$ cat config.mk
export PLATFORM = sky130hd
export DESIGN_NAME = udp_result_parser
export DESIGN_NICKNAME = d
export VERILOG_FILES = /design/src/rtl/udp_result_parser.sv
export SDC_FILE = /design/constraint.sdc
export NUM_CORES = 1
export LEC_CHECK = 0
export ABC_AREA = 0
export CAP_MARGIN = 25
export CELL_PAD_IN_SITES_DETAIL_PLACEMENT = 1
export CELL_PAD_IN_SITES_GLOBAL_PLACEMENT = 1
export CORE_ASPECT_RATIO = 0.9
export CORE_MARGIN = 2
export CORE_UTILIZATION = 52
export DETAILED_ROUTE_END_ITERATION = 10
export GPL_ROUTABILITY_DRIVEN = 0
export PLACE_DENSITY_LB_ADDON = 0.1
export SLEW_MARGIN = 20
export SYNTH_ARGS = -nofsm -noshare
export SYNTH_HDL_FRONTEND = slang
export SYNTH_SLANG_ARGS = --single-unit
$ cat constraint.sdc
create_clock -name clk -period 21.8 [get_ports clk]
set_input_delay 3.27 -clock clk [delete_from_list [all_inputs] [get_ports clk]]
set_output_delay 3.27 -clock clk [all_outputs]
set_load 0.005 [all_outputs]
$ cat src/rtl/udp_result_parser.sv
// Avalon-ST sink for the 167-word algo result packet: framing check, channel RAM write-out,
// atomic header/recon commit to CSRs. Optional irq output with macro UDP_PARSER_IRQ_EN.
module udp_result_parser #(
  parameter int unsigned HDR_WORDS   = 3,
  parameter int unsigned CH_WORDS    = 160,
  parameter int unsigned RECON_WORDS = 4
) (
  input  logic        clk,
  input  logic        rst,
  input  logic [31:0] in_data,
  output logic        in_ready,
  input  logic        in_valid,
  input  logic [1:0]  in_empty,
  input  logic        in_sop,
  input  logic        in_eop,
  input  logic [2:0]  csr_address,
  input  logic        csr_read,
  output logic [31:0] csr_readdata,
  input  logic        csr_write,
  input  logic [31:0] csr_writedata,
  output logic [7:0]  ch_wr_address,
  output logic [31:0] ch_wr_data,
  output logic        ch_wr_en,
  output logic        frame_done
`ifdef UDP_PARSER_IRQ_EN
  ,
  output logic        irq
`endif
);

  localparam int unsigned TOTAL  = HDR_WORDS + CH_WORDS + RECON_WORDS;
  localparam int unsigned CW     = $clog2(TOTAL + 1);
  localparam int unsigned LAST   = TOTAL - 1;
  localparam int unsigned CH_END = HDR_WORDS + CH_WORDS;
  localparam int unsigned AW     = 8;
  localparam int unsigned RW     = (RECON_WORDS > 1) ? $clog2(RECON_WORDS) : 1;

  typedef enum logic [2:0] {S_IDLE, S_HDR, S_CH, S_RECON, S_DROP} state_t;

  state_t          state, nstate;
  logic [CW-1:0]   word_cnt, ncnt;
  logic            beat_c, err_c, commit_c, ch_we_c, hdr0_we_c, rec_we_c;
  logic            clear_c, irq_clr_c, irq_bit;
  logic [RW-1:0]   rec_idx_c;
  logic [31:0]     hdr_sh0;
  logic [31:0]     rec_sh [RECON_WORDS-1];
  logic [31:0]     frame_cnt, err_cnt, hdr0_q;
  logic [31:0]     recon_q [RECON_WORDS];
  logic [31:0]     rd_mux_c;

  assign beat_c    = in_valid & in_ready;
  assign clear_c   = csr_write && (csr_address == 3'd0) && csr_writedata[1];
  assign irq_clr_c = csr_write && (csr_address == 3'd0) && csr_writedata[2];
  assign rec_idx_c = RW'(word_cnt - CW'(CH_END));

  // State register
  always_ff @(posedge clk or posedge rst) begin
    if (rst) begin
      state    <= S_IDLE;
      word_cnt <= '0;
    end else begin
      state    <= nstate;
      word_cnt <= ncnt;
    end
  end

  // Next-state and per-beat strobes; a sop always restarts the packet at index 0
  always_comb begin
    nstate    = state;
    ncnt      = word_cnt;
    err_c     = 1'b0;
    commit_c  = 1'b0;
    ch_we_c   = 1'b0;
    hdr0_we_c = 1'b0;
    rec_we_c  = 1'b0;
    if (beat_c) begin
      if (in_sop && in_eop) begin
        err_c  = 1'b1;
        nstate = S_IDLE;
        ncnt   = '0;
      end else if (in_sop) begin
        err_c     = (state != S_IDLE);
        hdr0_we_c = 1'b1;
        ncnt      = CW'(1);
        nstate    = (HDR_WORDS == 1) ? S_CH : S_HDR;
      end else begin
        unique case (state)
          S_IDLE: err_c = 1'b1;
          S_DROP: begin
            if (in_eop) begin
              nstate = S_IDLE;
              ncnt   = '0;
            end
          end
          default: begin
            if (in_eop && (word_cnt != CW'(LAST))) begin
              err_c  = 1'b1;
              nstate = S_IDLE;
              ncnt   = '0;
            end else begin
              ncnt = word_cnt + CW'(1);
              unique case (state)
                S_HDR: begin
                  if (word_cnt == CW'(HDR_WORDS - 1)) nstate = S_CH;
                end
                S_CH: begin
                  ch_we_c = 1'b1;
                  if (word_cnt == CW'(CH_END - 1)) nstate = S_RECON;
                end
                S_RECON: begin
                  rec_we_c = 1'b1;
                  if (word_cnt == CW'(LAST)) begin
                    ncnt = '0;
                    if (in_eop) begin
                      commit_c = 1'b1;
                      nstate   = S_IDLE;
                    end else begin
                      err_c  = 1'b1;
                      nstate = S_DROP;
                    end
                  end
                end
                default: nstate = S_IDLE;
              endcase
            end
          end
        endcase
      end
    end
  end

  // Beat capture: channel write-out and header/recon shadow registers
  always_ff @(posedge clk or posedge rst) begin
    if (rst) begin
      ch_wr_en      <= 1'b0;
      ch_wr_address <= '0;
      ch_wr_data    <= '0;
      frame_done    <= 1'b0;
      hdr_sh0       <= '0;
      for (int i = 0; i < int'(RECON_WORDS) - 1; i++) rec_sh[i] <= '0;
    end else begin
      ch_wr_en   <= ch_we_c;
      frame_done <= commit_c;
      if (ch_we_c) begin
        ch_wr_address <= AW'(word_cnt - CW'(HDR_WORDS));
        ch_wr_data    <= in_data;
      end
      if (hdr0_we_c) hdr_sh0 <= in_data;
      if (rec_we_c && (word_cnt != CW'(LAST))) rec_sh[rec_idx_c] <= in_data;
    end
  end

  // CSR registers; the last recon word is committed straight from the final beat
  always_ff @(posedge clk or posedge rst) begin
    if (rst) begin
      in_ready     <= 1'b0;
      frame_cnt    <= '0;
      err_cnt      <= '0;
      hdr0_q       <= '0;
      csr_readdata <= '0;
      for (int i = 0; i < int'(RECON_WORDS); i++) recon_q[i] <= '0;
    end else begin
      if (csr_write && (csr_address == 3'd0)) in_ready <= csr_writedata[0];
      if (clear_c)       frame_cnt <= '0;
      else if (commit_c) frame_cnt <= frame_cnt + 32'd1;
      if (clear_c)       err_cnt <= '0;
      else if (err_c)    err_cnt <= err_cnt + 32'd1;
      if (commit_c) begin
        hdr0_q <= hdr_sh0;
        for (int i = 0; i < int'(RECON_WORDS) - 1; i++) recon_q[i] <= rec_sh[i];
        recon_q[RECON_WORDS-1] <= in_data;
      end
      if (csr_read) csr_readdata <= rd_mux_c;
    end
  end

  always_comb begin
    rd_mux_c = '0;
    unique case (csr_address)
      3'd0:    rd_mux_c = {28'd0, irq_bit, 2'b00, in_ready};
      3'd1:    rd_mux_c = frame_cnt;
      3'd2:    rd_mux_c = err_cnt;
      3'd3:    rd_mux_c = hdr0_q;
      3'd4:    rd_mux_c = recon_q[0];
      3'd5:    rd_mux_c = recon_q[1];
      3'd6:    rd_mux_c = recon_q[2];
      default: rd_mux_c = recon_q[3];
    endcase
  end

`ifdef UDP_PARSER_IRQ_EN
  // Commit has priority over a same-cycle clear so a fresh frame is never lost
  always_ff @(posedge clk or posedge rst) begin
    if (rst)            irq <= 1'b0;
    else if (commit_c)  irq <= 1'b1;
    else if (irq_clr_c) irq <= 1'b0;
  end
  assign irq_bit = irq;

  logic unused_ok;
  assign unused_ok = ^{in_empty, csr_writedata[31:3]};
`else
  assign irq_bit = 1'b0;

  logic unused_ok;
  assign unused_ok = ^{in_empty, csr_writedata[31:3], irq_clr_c};
`endif

endmodule

==> flow_summary.ini, run 1 <==
[floorplanning]
die_w_microns = 207.0
die_height_microns = 186.7
initial_utilization_pct = 53.08
die-area_sq_um = 38640
design.core.area_sq_um = 36330
ioPinCount = 151
rows = 66

[routing]
wl_met2_microns = 24840
route.met3.wl_microns = 1446
final_antenna_net_count = 0
totalWireLength_microns = 51000
avgViaCountPerCell = 6.011
top_layer_used = met4
dr.pass1.iters = 5
wl_met1_microns = 23570
vias = 12690
wl_per_cell_microns = 24.16
drt_iter0_markers = 697
drc_errors = 0

[synth]
synth.distinct_cells = 54
synth_fp_nets = 1583
ys_ff_latch = 438
async_reset_ff_share_pct = 100.0
syn_area_sq_um = 19280
avgSynthCellArea_sq_um = 12.86
synth_edf_count = 0
synth.area.top_cells = dfrtp_1 57%, mux2_2 22%, o21ai_0 2.3%
postSynthCellCount = 1500
synth_top_area_share_pct = 56.84
yosys.area.top_type = dfrtp_1
ys_warn_count = 0
ys.flop_type = dfrtp_1
seq_area_frac_synth_pct = 56.84

[global_routing]
grt_max_degree = 168
grt_first_pass_wirelength_microns = 81270
overflow = 0
grt_pass1_vias = 14062
antenna_found_initial = 0
global_route.usage.total_pct = 27.19

[cells_and_area]
final_core_util_pct = 61.96
fin_area_sq_um = 22510
area_delta_synth_final_pct = 16.73
insertedDiodeCount = 0
nNetsFinal = 1681
drive_above_1_share_pct = 31.19

[critical_path]
critPathLaunchType = input pin
r2r_start = word_cnt[0]$_DFFE_PP0P_
worstSetupStartpoint = csr_address[1]
end_kind = flop
cp_max_fo = 34
reg2reg_slack_ns = 18.84
critPathRequiredTime_ns = 22.25
cp_cell_sequence = buf_2 -> buf_4 -> buf_4 -> nor2b_1 -> a22oi_1 -> o21ai_0 -> o211ai_1 -> o21ai_0
critPathKind = in -> reg
crit_path_end = csr_readdata[8]$_DFFE_PP0P_
cpLargestDelayFamily = buffers and inverters
critPathMaxStageDelay_ns = 0.89
r2r-end = ch_wr_data[14]$_DFFE_PP0P_
critPathBufInv = 3
worstPathArrival_ns = 6.10
r2r_cells = 7
critPathSlowestCell = nor2b_1
path_depth = 8

[cts]
ctsHoldBuffers = 0
cts_num_sinks = 438
clk_pin_slew_ns = 0.06
clock_latency_ns = 0.56
cts_root_buf = clkbuf_16
cts_made_buffers = 46
cts_resized = 0
post-cts-setup-buffers = 0
h-tree-depth = 2
clock_path_buffers = 3
cts_tree = done

[sta]
timing.fmax_ghz = 0.1772
clock_skew_ns = 0.01301
slew_viol_final = 0
finalSetupViolCount = 0
slew_headroom_pct = 31.15
final-hold-violation-count = 0
fin_crit_ns = 5.645
rsz0062_at_grt = false
fin_ws_ns = 16.16
fin_crit_sh_pct = 25.89
tightest_slew_ns = 1.018
setup-tns-final_ns = 0

[place]
io_buffer_count = 118
place_area_sq_um = 20900
dpl_worst_slack_ns = 15.47
hpwl_microns = 30580

[min_path]
holdCritPathClass = reg -> reg

[power_and_ir_drop]
power_density_nw_per_um2 = 82.79
p_leak_nw = 10.58
ir_drop_uv = 60.36

[outcome]
status = completed

[flow_run]
cap_viol_max_count = 0
worst min path at each step:
stage	endpoint	startpoint	depth (start not counted)	slack, ns
floorplan	ch_wr_address[0]$_DFFE_PP0P_	ch_wr_address[0]$_DFFE_PP0P_	2	0.47
global placement	ch_wr_address[6]$_DFFE_PP0P_	ch_wr_address[6]$_DFFE_PP0P_	2	0.47
detailed placement	ch_wr_address[4]$_DFFE_PP0P_	ch_wr_address[4]$_DFFE_PP0P_	2	0.47
CTS	ch_wr_address[4]$_DFFE_PP0P_	ch_wr_address[4]$_DFFE_PP0P_	2	0.49
global route	recon_q[62]$_DFFE_PP0P_	rec_sh[30]$_DFFE_PP0P_	1	0.51
finish	ch_wr_address[4]$_DFFE_PP0P_	ch_wr_address[4]$_DFFE_PP0P_	2	0.48
logic make-up (layout without fill, tap and decap cells):
group                    Yosys count  count (layout)  synth area share, %
flip-flops                       438             438                56.84
multiplexers                     396             396                23.91
AND/OR/NAND/NOR                  273             273                7.325
AO/OA/AOI/OAI                    225             225                7.202
buffers and inverters            122             257                2.504
XOR/XNOR                          39              39                1.771
adder cells (fa/ha/maj)            7               7               0.4541
layout make-up:
class	instances	area [sq um]
fillers	3542	13820
flip-flops and latches	438	10960
repair buffers	144	1405
inverters	28	112.6
multi-input cells	940	7863
clock inverters	17	187.7
well taps	476	595.6
clock buffers	68	1388
registers in the layout, summed over array words and instances (netlist names):
register       flops
recon_q          128
rec_sh            96
ch_wr_data        32
csr_readdata      32
err_cnt           32
frame_cnt         32
hdr0_q            32
hdr_sh0           32
ch_wr_address      8
word_cnt           8
state              3
ch_wr_en           1
frame_done         1
in_ready           1
routing by layer:
layer	vias to the layer above	track usage, %
met5	-	0.3827
li1	5624	-
met4	0	6.929
met2	203	44.15
met3	69	3.213
met1	6794	38.98
worst reg2reg max path: cells and delay by family (launching register included):
kind | cells | cell delay, ns
AO/OA/AOI/OAI | 1 | 0.43
adder cells (fa/ha/maj) | 1 | 0.21
buffers and inverters | 2 | 0.64
flip-flops | 1 | 0.45
multiplexers | 1 | 0.39
AND/OR/NAND/NOR | 2 | 0.71
synth_stat cells (2+ instances only):
cell,count
dfrtp_1,438
mux2_2,377
o21ai_0,88
nand2_1,75
clkbuf_1,58
nor2_1,57
a21oi_1,41
a22oi_1,30
inv_1,28
nand3_1,25
nand4_1,24
or3_1,24
xor2_1,24
buf_2,20
buf_1,16
o211ai_1,16
xnor2_1,15
mux4_2,14
and3_1,13
o22ai_1,11
and2_1,9
nor3_1,9
or4_1,8
a221oi_1,7
ha_1,7
o221ai_1,7
nor2b_1,6
a22o_1,5
mux2i_1,5
a31oi_1,4
and4_1,4
nor4b_1,4
o31ai_1,4
nor4_1,3
nand2b_1,2
nand3b_1,2
o2111ai_1,2
o2bb2ai_1,2
metrics by stage:
step	power [mW]	hold slack, ns	std cells
after floorplan	0.9848	0.4733	1500
after global placement	1.051	0.4660	2023
after detailed placement	1.060	0.4749	2024
after CTS	1.879	0.4884	2109
after global routing	1.929	0.5077	2111
final	1.864	0.4804	2111
placed cells by master (no fill, tap or decap), types with 7 or more instances in the layout:
| master | synthesis | layout |
|---|---|---|
| a21oi_1 | 41 | 41 |
| a221oi_1 | 7 | 7 |
| a22oi_1 | 30 | 30 |
| and2_1 | 9 | 8 |
| and3_1 | 13 | 13 |
| buf_4 | 0 | 22 |
| clkbuf_1 | 58 | 10 |
| clkbuf_16 | 0 | 49 |
| clkbuf_8 | 0 | 9 |
| clkdlybuf4s50_1 | 0 | 114 |
| clkinv_2 | 0 | 12 |
| dfrtp_1 | 438 | 438 |
| ha_1 | 7 | 7 |
| inv_1 | 28 | 27 |
| mux2_2 | 377 | 377 |
| mux4_2 | 14 | 14 |
| nand2_1 | 75 | 73 |
| nand3_1 | 25 | 24 |
| nand4_1 | 24 | 24 |
| nor2_1 | 57 | 56 |
| nor3_1 | 9 | 9 |
| o211ai_1 | 16 | 16 |
| o21ai_0 | 88 | 88 |
| o221ai_1 | 7 | 7 |
| o22ai_1 | 11 | 11 |
| or3_1 | 24 | 24 |
| or4_1 | 8 | 8 |
| xnor2_1 | 15 | 15 |
| xor2_1 | 24 | 24 |
power by group:
group | internal, mW | total [mW] | switching (mW)
logic | 0.0744 | 0.160 | 0.0857
registers | 0.856 | 0.887 | 0.0314
clock network | 0.488 | 0.817 | 0.329
Power figures use the tool's default switching activity.
==> run 2: changes to the inputs <==
- CORE_UTILIZATION: 52 -> 48
- clock period: 21.8 -> 5.9 ns (I/O delays scaled with it)
==> flow_summary.ini, run 2 (synthesis results as in run 1) <==
[cells_and_area]
final_cell_mix = 438 x dfrtp_1, 377 x mux2_2, 114 x clkdlybuf4s50_1, 88 x o21ai_0, 72 x nand2_1
top_register = recon_q
largest_reg_flops = 128
final.fill_count = 3995
regArea_sq_um = 10960
drive_above_1_share_pct = 31.36
insertedDiodeCount = 0
area_delta_synth_final_pct = 17.45
final_common_cell = dfrtp_1
nNetsFinal = 1685
instances_no_fill = 2168
top_regs = recon_q x128, rec_sh x96
multi_input_area_sq_um = 7865

[sta]
final-hold-violation-count = 0
slew_viol_final = 0
fin_crit_ns = 3.518
finalSetupViolCount = 0
tightest_slew_ns = 0.9865
rsz0062_at_grt = false
timing.fmax_ghz = 0.2843
setup-tns-final_ns = 0
fin_ws_ns = 2.382
fin_crit_sh_pct = 59.62
slew_headroom_pct = 33.99
holdWs_ns = 0.4945
clock_skew_ns = 0.01486

[floorplanning]
design.core.area_sq_um = 39540
initial_utilization_pct = 48.77
die_w_microns = 215.3
die-area_sq_um = 41800
die_height_microns = 194.2
ioPinCount = 151
rows = 69

[critical_path]
critPathLaunchType = input pin
reg2reg_slack_ns = 2.77
crit_path_end = rec_sh[65]$_DFFE_PP0P_
cp_cell_sequence = clkdlybuf4s50_1 -> nor4bb_1 -> nand2_1 -> nor3_1 -> nand2_2 -> buf_4 -> mux2_2
critPathRequiredTime_ns = 6.35
critPathBufInv = 2
end_kind = flop
worstSetupStartpoint = in_eop
cp_max_fo = 17
critPathMaxStageDelay_ns = 0.61
cpLargestDelayFamily = simple AND/OR/NAND/NOR gates
r2r_start = word_cnt[0]$_DFFE_PP0P_
r2r_cells = 7
critPathKind = in -> reg
path_depth = 7
critPathSlowestCell = clkdlybuf4s50_1
r2r-end = recon_q[108]$_DFFE_PP0P_
worstPathArrival_ns = 3.97

[power_and_ir_drop]
p_leak_nw = 10.60
internal_power_mw = 5.297
seqPwrFrac_pct = 47.3
power_frac_comb_pct = 8.5
ir_drop_uv = 177.2
power_density_nw_per_um2 = 306.1
p_sw_mw = 1.635
switching_share_pct = 23.58
p_clk_share_pct = 44.2

[cts]
h-tree-depth = 2
clock_latency_ns = 0.58
post-cts-setup-buffers = 0
clock_path_buffers = 3
ctsHoldBuffers = 0
cts_resized = 0
clk_pin_slew_ns = 0.06
cts_num_sinks = 438
cts_root_buf = clkbuf_16
cts_tree = done
cts_made_buffers = 47

[place]
hpwl_microns = 31070
dp_cells = 2082
io_buffer_count = 118
dpl_worst_slack_ns = 1.794

[global_routing]
overflow = 0
antenna_found_initial = 0
grt_max_degree = 168
grt_first_pass_wirelength_microns = 81300
grt_pass1_vias = 13959
global_route.usage.total_pct = 24.76

[routing]
vias = 12658
wl_met2_microns = 24540
final_antenna_net_count = 0
dr.pass1.iters = 5
wl_per_cell_microns = 23.29
route.met3.wl_microns = 1535
totalWireLength_microns = 50490
top_layer_used = met4
wl_met1_microns = 23490
drt_iter0_markers = 823
drc_errors = 0
avgViaCountPerCell = 5.839

[min_path]
holdCritPathClass = reg -> reg

[outcome]
status = completed

[flow_run]
cap_viol_max_count = 0
## run 2: layout make-up
class	instances	area share (%)
flip-flops and latches	438	48.39
multi-input cells	940	34.73
clock buffers	72	6.414
repair buffers	147	6.353
well taps	532	2.939
clock inverters	11	0.6961
inverters	28	0.4806
## run 2: power groups by stage
| stage | clock network, mW | logic [mW] | registers [mW] |
|---|---|---|---|
| 6_report | 3.07 | 0.588 | 3.28 |
| 5_1_grt | 3.24 | 0.648 | 3.30 |
| 3_5_place_dp | 0 | 0.594 | 3.33 |
| 3_3_place_gp | 0 | 0.576 | 3.32 |
| 2_1_floorplan | 0 | 0.343 | 3.30 |
| 4_1_cts | 3.12 | 0.599 | 3.28 |
## run 2: worst reg2reg max path, stage by stage (launching register included)
cell     delay, ns
dfrtp_1       0.46
inv_1         0.17
ha_1          0.20
and3b_1       0.21
nand2_1       0.23
nor2_4        0.84
buf_4         0.50
mux2_2        0.39
## run 2: metrics by stage
| step | util, % | cell area (sq um) | total power, mW |
|---|---|---|---|
| final | 57.28 | 22650 | 6.932 |
| after global routing | 57.28 | 22650 | 7.186 |
| after CTS | 57.23 | 22630 | 6.995 |
| after detailed placement | 53.16 | 21020 | 3.924 |
| after global placement | 53.16 | 21020 | 3.892 |
| after floorplan | - | 19290 | 3.640 |
## run 2: how the worst min path moves through the flow
stage                                            start  depth (start not counted)                           end
after detailed placement  ch_wr_address[5]$_DFFE_PP0P_                          2  ch_wr_address[5]$_DFFE_PP0P_
after global placement    ch_wr_address[6]$_DFFE_PP0P_                          2  ch_wr_address[6]$_DFFE_PP0P_
final                     ch_wr_address[4]$_DFFE_PP0P_                          2  ch_wr_address[4]$_DFFE_PP0P_
after global routing           hdr_sh0[24]$_DFFE_PP0P_                          1       hdr_sh0[24]$_DFFE_PP0P_
after CTS                 ch_wr_address[4]$_DFFE_PP0P_                          2  ch_wr_address[4]$_DFFE_PP0P_
after floorplan           ch_wr_address[0]$_DFFE_PP0P_                          2  ch_wr_address[0]$_DFFE_PP0P_
## run 2: metal layers
| layer | track usage [%] | vias up |
|---|---|---|
| met2 | 40.65 | 181 |
| met3 | 2.949 | 63 |
| met1 | 35.21 | 6769 |
| met5 | 0 | - |
| li1 | - | 5645 |
| met4 | 6.258 | 0 |
==> run 3: changes to the inputs <==
- CORE_UTILIZATION: 48 -> 43
- clock period: 5.9 -> 2.85 ns (I/O delays scaled with it)
==> flow_summary.ini, run 3 (synthesis results as in run 1) <==
[outcome]
status = completed

[cells_and_area]
largest_reg_flops = 128
nNetsFinal = 1745
final_cell_mix = 438 x dfrtp_1, 377 x mux2_2, 114 x clkdlybuf4s50_1, 88 x o21ai_0, 72 x nand2_1
final.fill_count = 4422
drive_above_1_share_pct = 33.96
insertedDiodeCount = 0
area_delta_synth_final_pct = 21.52
instances_no_fill = 2296
top_register = recon_q
top_regs = recon_q x128, rec_sh x96
final_common_cell = dfrtp_1
final_core_util_pct = 53.01

[routing]
avgViaCountPerCell = 5.586
final_antenna_net_count = 0
dr.pass1.iters = 5
wl_per_cell_microns = 22.65
vias = 12826
drc_errors = 0
totalWireLength_microns = 52010
drt_iter0_markers = 728

[power_and_ir_drop]
power_density_nw_per_um2 = 609.3
p_leak_nw = 10.98
ir_drop_uv = 353.8

[sta]
final-hold-violation-count = 0
tightest_slew_ns = 0.9739
finalSetupViolCount = 0
timing.fmax_ghz = 0.3982
fin_ws_ns = 0.3387
slew_viol_final = 0
clock_skew_ns = 0.01758
rsz0062_at_grt = false
holdWs_ns = 0.2077
setup-tns-final_ns = 0
fin_crit_ns = 2.511
fin_crit_sh_pct = 88.12
slew_headroom_pct = 34.94

[critical_path]
critPathSlowestCell = dfrtp_1
cp_cell_sequence = nor4bb_1 -> o211ai_1 -> a21oi_4 -> buf_4 -> o2111ai_1 -> or4_1 -> a21oi_1
critPathMaxStageDelay_ns = 0.49
critPathLaunchType = flop
critPathKind = reg -> reg
reg2reg_slack_ns = 0.34
r2r_start = state[1]$_DFFE_PP0P_
cpLargestDelayFamily = simple AND/OR/NAND/NOR gates
critPathBufInv = 1
r2r-end = err_cnt[13]$_DFFE_PP0P_
worstPathArrival_ns = 3.01
cp_max_fo = 9
r2r_cells = 7
critPathRequiredTime_ns = 3.35
end_kind = flop

[place]
dp_cells = 2213
io_buffer_count = 118
hpwl_microns = 34620
dpl_worst_slack_ns = -0.1056

[global_routing]
global_route.usage.total_pct = 23.30
grt_first_pass_wirelength_microns = 83020
grt_pass1_vias = 14066
antenna_found_initial = 0
grt_max_degree = 88
overflow = 0

[floorplanning]
die_height_microns = 204.9
die_w_microns = 227.2
rows = 73
initial_utilization_pct = 43.62
ioPinCount = 151
design.core.area_sq_um = 44210
die-area_sq_um = 46560

[cts]
clk_pin_slew_ns = 0.06
post-cts-setup-buffers = 0
cts_num_sinks = 438
cts_made_buffers = 47
h-tree-depth = 2
clock_latency_ns = 0.58
clock_path_buffers = 3
ctsHoldBuffers = 0
cts_root_buf = clkbuf_16
cts_tree = done
cts_resized = 0

[min_path]
holdCritPathClass = in -> async

[flow_run]
cap_viol_max_count = 0
[run 3: cell count changes in the layout (fill, tap and decap cells not counted), moves of 2 or more]
cell	delta
buf_12	+23
buf_4	+39
bufinv_16	-3
clkbuf_1	-2
clkbuf_8	+2
clkinv_2	+2
[run 3: final cells by class]
cell class,count,area (sq um),area share [%]
sequential,438,10960,46.77
inverter,28,108.9,0.4645
multi-input combinational,940,7875,33.60
timing repair buffer,207,2182,9.311
tap,600,750.7,3.203
clock inverter,11,85.08,0.3631
clock buffer,72,1473,6.284
[run 3: layer usage]
layer | vias up | wire, microns | global-route usage (%) | part of all wire [%]
met5 | - | 0 | 0 | 0
met4 | 0 | 698 | 4.972 | 1.3
met3 | 56 | 1559 | 3.098 | 3.0
met2 | 169 | 24920 | 38.06 | 48
met1 | 6847 | 24840 | 33.27 | 48
li1 | 5754 | - | - | -
[run 3: stage by stage]
stage                     cell area, sq um  power, mW
after floorplan                      19290      7.535
after global placement               21860      8.178
after detailed placement             21870      8.234
after CTS                            23430      14.46
after global routing                 23440      14.85
final                                23440      14.28
[run 3: how the worst max path moves through the flow]
stage | startpoint | end | slack [ns] | cells after the start
CTS | word_cnt[0]$_DFFE_PP0P_ | err_cnt[1]$_DFFE_PP0P_ | 0.14 | 9
finish | state[1]$_DFFE_PP0P_ | err_cnt[13]$_DFFE_PP0P_ | 0.34 | 7
floorplan | rst | ch_wr_address[0]$_DFFE_PP0P_ | -3.49 | 1
global placement | in_eop | err_cnt[10]$_DFFE_PP0P_ | 0.01 | 7
detailed placement | in_eop | err_cnt[10]$_DFFE_PP0P_ | -0.11 | 7
global route | word_cnt[0]$_DFFE_PP0P_ | word_cnt[6]$_DFFE_PP0P_ | 0.12 | 8
[run 3: worst reg2reg max path: cells and delay by family, from the launching register on]
kind / cells / cell delay (ns)
flops: 1 / 0.49
simple gates: 2 / 0.95
buf+inv: 1 / 0.18
compound gates: 4 / 0.81
[run 3: where the power goes]
| part | total [mW] | switching, mW | internal (mW) |
|---|---|---|---|
| registers | 6.78 | 0.232 | 6.55 |
| clock network | 6.16 | 2.53 | 3.63 |
| logic | 1.34 | 0.692 | 0.644 |
| total | 14.3 | 3.46 | 10.8 |
